`src/rtl/adder_share_arbiter.sv`:
```
// Round-robin arbiter time-sharing one external combinational adder among REQS requesters.
// One operation in flight at a time: IDLE (grant) -> COMPUTE (sample adder) -> RESP (hold result).
module adder_share_arbiter #(
  parameter int unsigned N    = 32,
  parameter int unsigned REQS = 4,
  parameter int unsigned IDW  = $clog2(REQS)
) (
  input  logic                 clk,
  input  logic                 rst,
  input  logic [REQS-1:0]      req_valid,
  input  logic [REQS*N-1:0]    req_a,
  input  logic [REQS*N-1:0]    req_b,
  output logic [REQS-1:0]      req_ready,
  output logic [N-1:0]         add_a,
  output logic [N-1:0]         add_b,
  input  logic [N-1:0]         add_y,
  output logic                 resp_valid,
  output logic [N-1:0]         resp_y,
  output logic [IDW-1:0]       resp_id,
  input  logic                 resp_ready,
  output logic                 busy
);

  typedef enum logic [1:0] {
    IDLE    = 2'd0,
    COMPUTE = 2'd1,
    RESP    = 2'd2
  } state_t;

  state_t            r_state;
  state_t            w_state_nxt;
  logic [IDW-1:0]    r_rr_ptr;
  logic [N-1:0]      r_add_a;
  logic [N-1:0]      r_add_b;
  logic [N-1:0]      r_resp_y;
  logic [IDW-1:0]    r_resp_id;
  logic              r_resp_valid;
  logic              r_busy;

  logic              w_found;
  logic [IDW-1:0]    w_gidx;
  logic [REQS-1:0]   w_grant;
  logic              w_hs;

  // First valid requester at or after rr_ptr, wrapping modulo REQS.
  always_comb begin : grant_search
    logic [IDW-1:0] v_idx;
    w_found = 1'b0;
    w_gidx  = '0;
    v_idx   = '0;
    for (int unsigned i = 0; i < REQS; i++) begin
      v_idx = IDW'((32'(r_rr_ptr) + i) % REQS);
      if (!w_found && req_valid[v_idx]) begin
        w_found = 1'b1;
        w_gidx  = v_idx;
      end
    end
  end

  assign w_grant   = w_found ? (REQS'(1) << w_gidx) : '0;
  assign req_ready = ((r_state == IDLE) && rst) ? w_grant : '0;

  // Next-state logic.
  always_comb begin
    w_state_nxt = r_state;
    w_hs        = 1'b0;
    case (r_state)
      IDLE: begin
        if (w_found) begin
          w_hs        = 1'b1;
          w_state_nxt = COMPUTE;
        end
      end
      COMPUTE: w_state_nxt = RESP;
      RESP:    if (resp_ready) w_state_nxt = IDLE;
      default: w_state_nxt = IDLE;
    endcase
  end

  // State register and datapath; reset discards any in-flight operation.
  always_ff @(posedge clk or negedge rst) begin
    if (!rst) begin
      r_state      <= IDLE;
      r_busy       <= 1'b0;
      r_rr_ptr     <= '0;
      r_add_a      <= '0;
      r_add_b      <= '0;
      r_resp_y     <= '0;
      r_resp_id    <= '0;
      r_resp_valid <= 1'b0;
    end else begin
      r_state <= w_state_nxt;
      r_busy  <= (w_state_nxt != IDLE);
      if (w_hs) begin
        r_add_a   <= req_a[w_gidx*N +: N];
        r_add_b   <= req_b[w_gidx*N +: N];
        r_resp_id <= w_gidx;
        r_rr_ptr  <= (w_gidx == IDW'(REQS - 1)) ? '0 : w_gidx + IDW'(1);
      end
      if (r_state == COMPUTE) begin
        r_resp_y     <= add_y;
        r_resp_valid <= 1'b1;
      end else if ((r_state == RESP) && resp_ready) begin
        r_resp_valid <= 1'b0;
      end
    end
  end

  assign add_a      = r_add_a;
  assign add_b      = r_add_b;
  assign resp_y     = r_resp_y;
  assign resp_id    = r_resp_id;
  assign resp_valid = r_resp_valid;
  assign busy       = r_busy;

endmodule
```
`config.mk`:
```
export PLATFORM = sky130hd
export DESIGN_NAME = adder_share_arbiter
export DESIGN_NICKNAME = d
export VERILOG_FILES = /design/src/rtl/adder_share_arbiter.sv
export SDC_FILE = /design/constraint.sdc
export NUM_CORES = 1
export LEC_CHECK = 0
export CAP_MARGIN = 15
export CORE_AREA = 2 2 157 159
export DETAILED_ROUTE_END_ITERATION = 10
export DIE_AREA = 0 0 159 161
export GPL_ROUTABILITY_DRIVEN = 0
export PLACE_DENSITY = 0.6
export SKIP_CTS_REPAIR_TIMING = 1
export SKIP_LAST_GASP = 1
export SYNTH_ARGS = -nofsm -noshare
export SYNTH_HDL_FRONTEND = slang
export SYNTH_SLANG_ARGS = --single-unit
```
`constraint.sdc`:
```
create_clock -name clk -period 2.2 [get_ports clk]
set_input_delay 0.44 -clock clk [delete_from_list [all_inputs] [get_ports clk]]
set_output_delay 0.44 -clock clk [all_outputs]
set_load 0.01 [all_outputs]
```
# Yosys cells after proc, flatten, opt, wreduce, memory -nomap -nowiden
# Cells that the tools add are included.
# classes
muxes	26
eq_ne	3
n_shift	3
n_reduce_logical	11
n_addsub	4
order_cmp	4
# ops
operator	count
128-bit by 8-bit indexed part select with 32-bit output	2
2-bit two-way mux	7
2-bit by 3-bit < comparator with 1-bit output (second input constant)	4
1-bit two-way mux	12
1-bit binary-select mux with 2-bit select	4
4-bit two-way mux	2
2-bit case mux with 3 select lines	1
1-bit logical AND	5
2-bit by 1-bit adder with 2-bit output (second input constant)	2
2-bit adder (second input constant)	2
2-bit equality test (second input constant)	2
2-bit nonzero test	2
1-bit by 2-bit left shift with 4-bit output (first input constant)	1
1-bit zero test	3
2-bit by 1-bit equality test with 1-bit output (second input constant)	1
2-bit zero test	1
# word_totals
output_inout_bits	104
inputBits	295
ff_bits	104
wordCells	59

# Depth between registers and ports, before layout
# logic_depth
word_depth	15
ltp_mapped	8
mapped_depth_nobuf	6

# Worst setup path after synthesis
# No wires, ideal clock.
# synth_timing
path_kind	reg2out
from	register r_rr_ptr[1]
to	output req_ready[0]
arrival_time_ns	1.673
stages_incl_launch_ff	9
n_path_buf	2
required_time_ns	1.760
setup_slack_ns	0.087
path_cell_list	dfrtp_1 -> nor2b_1 -> o21a_1 -> nor3_4 -> inv_2 -> buf_6 -> buf_6 -> ha_1 -> and3_1
# synth_via
elab_chain_len	15
word_cells_on_any_way	28
classes_between	add/sub: 3; shift: 1; mux: 18; reduce/logical: 6
# synth_lines
item	line	source
start, declared	32	logic [IDW-1:0] r_rr_ptr;
start signal, assigned	98	r_rr_ptr <= (w_gidx == IDW'(REQS - 1)) ? '0 : w_gidx + IDW'(1);
branches (longest 11 deep; another with 2-bit by 1-bit adder with 2-bit output)	--	
2-bit two-way mux (*)	53	if (!w_found && req_valid[v_idx]) begin
named net w_gidx[0]	41	logic [IDW-1:0] w_gidx;
1-bit by 2-bit left shift with 4-bit output (*)	60	assign w_grant = w_found ? (REQS'(1) << w_gidx) : '0;
4-bit two-way mux (*)	60	
4-bit two-way mux (*)	61	assign req_ready = ((r_state == IDLE) && rst) ? w_grant : '0;
end, declared	13	output logic [REQS-1:0] req_ready,
# Mark *: on every way through the listed nets, which the timed path passes. The select of a mux whose other input is x is not followed.

# Worst setup path after layout
# Same ends and word-level chain as after synthesis.

==> results by group <==
Timing
  • Min Clock Period, post-route: 2450 ps
  • Unrepaired setup endpoints after global routing: true
  • Rel. slew slack: 48.1%
  • Peak Freq: 0.408 GHz
  • Worst Tran Pin Value: 779 ps
  • Final Setup Violations: 60
  • Setup WS post-layout: -253 ps
  • Final Hold Vio Count: 0
  • Pins Over Slew Limit: 0
  • Period utilization: 112%
  • Worst hold margin: 245 ps
  • Worst Skew: 17.1 ps

GRT
  • Total GRT Usage: 21.4%
  • Gr busiest metal: met2
  • Grt met3 use: 6.55%
  • M2 GR Usage: 36.5%
  • Vias in the first global route: 7,198
  • Initial antenna violation count: 2
  • Global-route wire length before repair: 43,000 um
  • Largest net degree at the start of global routing: 82
  • GRT overflow: 0
  • Met1 Usage GRT: 26.0%

Yosys
  • Gate Count Post-Synth: 587
  • Syn nets: 886
  • Post-synthesis sequential area ratio: 41.2%
  • Top post-synthesis cells by area: dfrtp_1, mux2_1, a221o_1
  • Register bit count reported by yosys: 104
  • Post-synthesis cell area: 6320 um^2
  • Syn Area/Cell: 10.8 um^2
  • Synth top area share: 41.2%
  • Synth unique cells: 31
  • Ys Warns: 0
  • Largest area contributor in the netlist: dfrtp_1

Die
  • Standard-cell row count: 57
  • Die W: 159 um
  • DIE HEIGHT: 161 um
  • Initial Util: 26.4%
  • Core Area: 24,000 um^2
  • I/O pins: 399
  • Die Area: 25,600 um^2

CTS
  • CTS tree: built
  • Clock sink total: 104
  • Clock Path Buffers: 2
  • CTS H-tree depth: 3
  • Root Buffer: clkbuf_16
  • CTS buffer count: 9
  • Clock Pin Slew Worst Setup and Hold Paths: 90 ps
  • Worst skew pair latency: 360 ps

Power
  • Power after layout: 13.4 mW
  • P_leak: 4.58 nW
  • Peak supply drop: 0.632 mV
  • Cell Pwr Density: 1150 nW/um^2

Route
  • First drt pass iteration count: 4
  • # DRC: 0
  • Post-Route WL: 28,700 um
  • Via Count: 6,959
  • Detail Route Antenna Nets: 0
  • Via-to-Cell Ratio: 5.26
  • Starting DRT DRC Count: 341
  • Avg WL per Cell: 21.7 um

Setup path
  • Worst reg2reg setup slack: -100 ps
  • CP Data Arrival Time: 2010 ps
  • Reg2reg path depth: 9
  • Worst Path Required: 1760 ps
  • Crit Reg-Reg Startpoint: r_rr_ptr[1]
  • Max FO, Critical Path: 4
  • Reg2reg end: add_a[25]
  • Critical path endpoint: req_ready[0]
  • Crit path from: r_rr_ptr[1]
  • Kind of critical path: flip-flop to output pin
  • CP Launch Type: flip-flop
  • Critical Path Sink Type: output pin

Placed design
  • DP HPWL: 20,600 um
  • I/O Buffers: 398
  • Worst slack, placed: -696 ps

Worst hold path
  • Worst hold path class: input pin to async pin

Job
  • Max cap viols: 0

Layout
  • Fill count: 2,240
  • Area grow syn2layout: 83.8%
  • Commonest non-fill, non-tap cell in the layout: clkdlybuf4s50_1
  • Final #Nets: 1,292
  • Commonest cells after routing, fill and taps aside: clkdlybuf4s50_1, dfrtp_1, nand4_1, o31ai_1
  • Share of cells above drive strength 1: 15.6%
  • Final design utilization: 48.5%

Run status
  • Status: complete, but fails checks
  • Failing checks: negative setup slack
[worst min-delay path by stage]
stage	start	endpoint	slack, ps	cells after the start
final	rst	add_b[13]	250	2
after global routing	rst	add_b[13]	290	2
after CTS	rst	add_b[13]	270	2
after detailed placement	resp_id[1]	resp_id[1]	460	1
after global placement	resp_id[1]	resp_id[1]	460	1
after floorplan	rst	add_a[0]	140	0
[layer usage]
layer	vias up	share of wire, %
met4	0	2.3
met1	3390	41
met5	-	0
met2	323	49
li1	3212	-
met3	34	7.7
[synthesized netlist by cell type]
cell type	n
o21ai_1	1
inv_1	1
a21o_1	2
nor2_1	7
ha_1	4
and3_1	4
nor2b_1	2
nor3b_1	2
clkinv_1	1
a21oi_1	4
a211oi_1	60
buf_2	4
inv_2	2
nand4_1	64
nor3_4	1
mux2_2	35
mux2_1	56
buf_6	5
nand2_1	12
clkbuf_1	57
or2_2	2
dfrtp_1	104
nand2b_1	3
o211ai_1	5
buf_1	13
a221o_1	59
o21a_1	1
o31ai_1	64
a211o_1	6
mux2i_1	5
o21ai_0	1
[report_power, final]
| part | switching, mW | leakage [nW] | internal (mW) | total [mW] |
|---|---|---|---|---|
| clock | 0.824 | 0.129 | 0.790 | 1.61 |
| combinational | 3.81 | 3.19 | 4.50 | 8.31 |
| sequential | 0.561 | 1.26 | 2.88 | 3.44 |
| total | 5.20 | 4.58 | 8.17 | 13.4 |
[layout make-up]
| class | instances | area (um^2) | share of cell area, % |
|---|---|---|---|
| diodes | 2 | 5.00 | 0.0431 |
| clock buffers | 10 | 229 | 1.97 |
| multi-input cells | 400 | 3510 | 30.2 |
| clock inverters | 6 | 53.8 | 0.463 |
| flip-flops and latches | 104 | 2600 | 22.4 |
| well taps | 324 | 405 | 3.49 |
| inverters | 4 | 16.3 | 0.140 |
| repair buffers | 474 | 4790 | 41.3 |
[state kept, by name, summed over array words and instances, names as in the netlist]
name / flops
r_rr_ptr: 2
busy: 1
resp_id: 2
r_state: 2
resp_y: 32
resp_valid: 1
add_b: 32
add_a: 32
[per-stage QoR]
stage	std cells	setup TNS, ps	area [um^2]
finish	1324	-4350	11600
global route	1324	-9510	11600
CTS	1313	-11580	11400
detailed placement	1297	-35420	11100
global placement	1297	-33820	11100
floorplan	587	0	6320
[logic make-up (layout without fill, tap and decap cells)]
logic type               after synthesis  in the layout  share of synthesized area, %
multiplexers                          96             96                          17.0
adder cells (fa/ha/maj)                4              4                         0.792
other                                  0              2                             0
buffers and inverters                 83            494                          5.61
AO/OA/AOI/OAI                        203            203                          26.3
flip-flops                           104            104                          41.2
AND/OR/NAND/NOR                       97             97                          9.05
[worst max-delay path, stage by stage (launching register included)]
cell      delay (ps)
dfrtp_1          420
buf_6            150
nand2b_4         140
a21oi_4           60
nor3_4           230
clkinv_2         120
buf_6            140
ha_4             140
and3_4           150
buf_6            110
(Power assumes the default switching activity.)
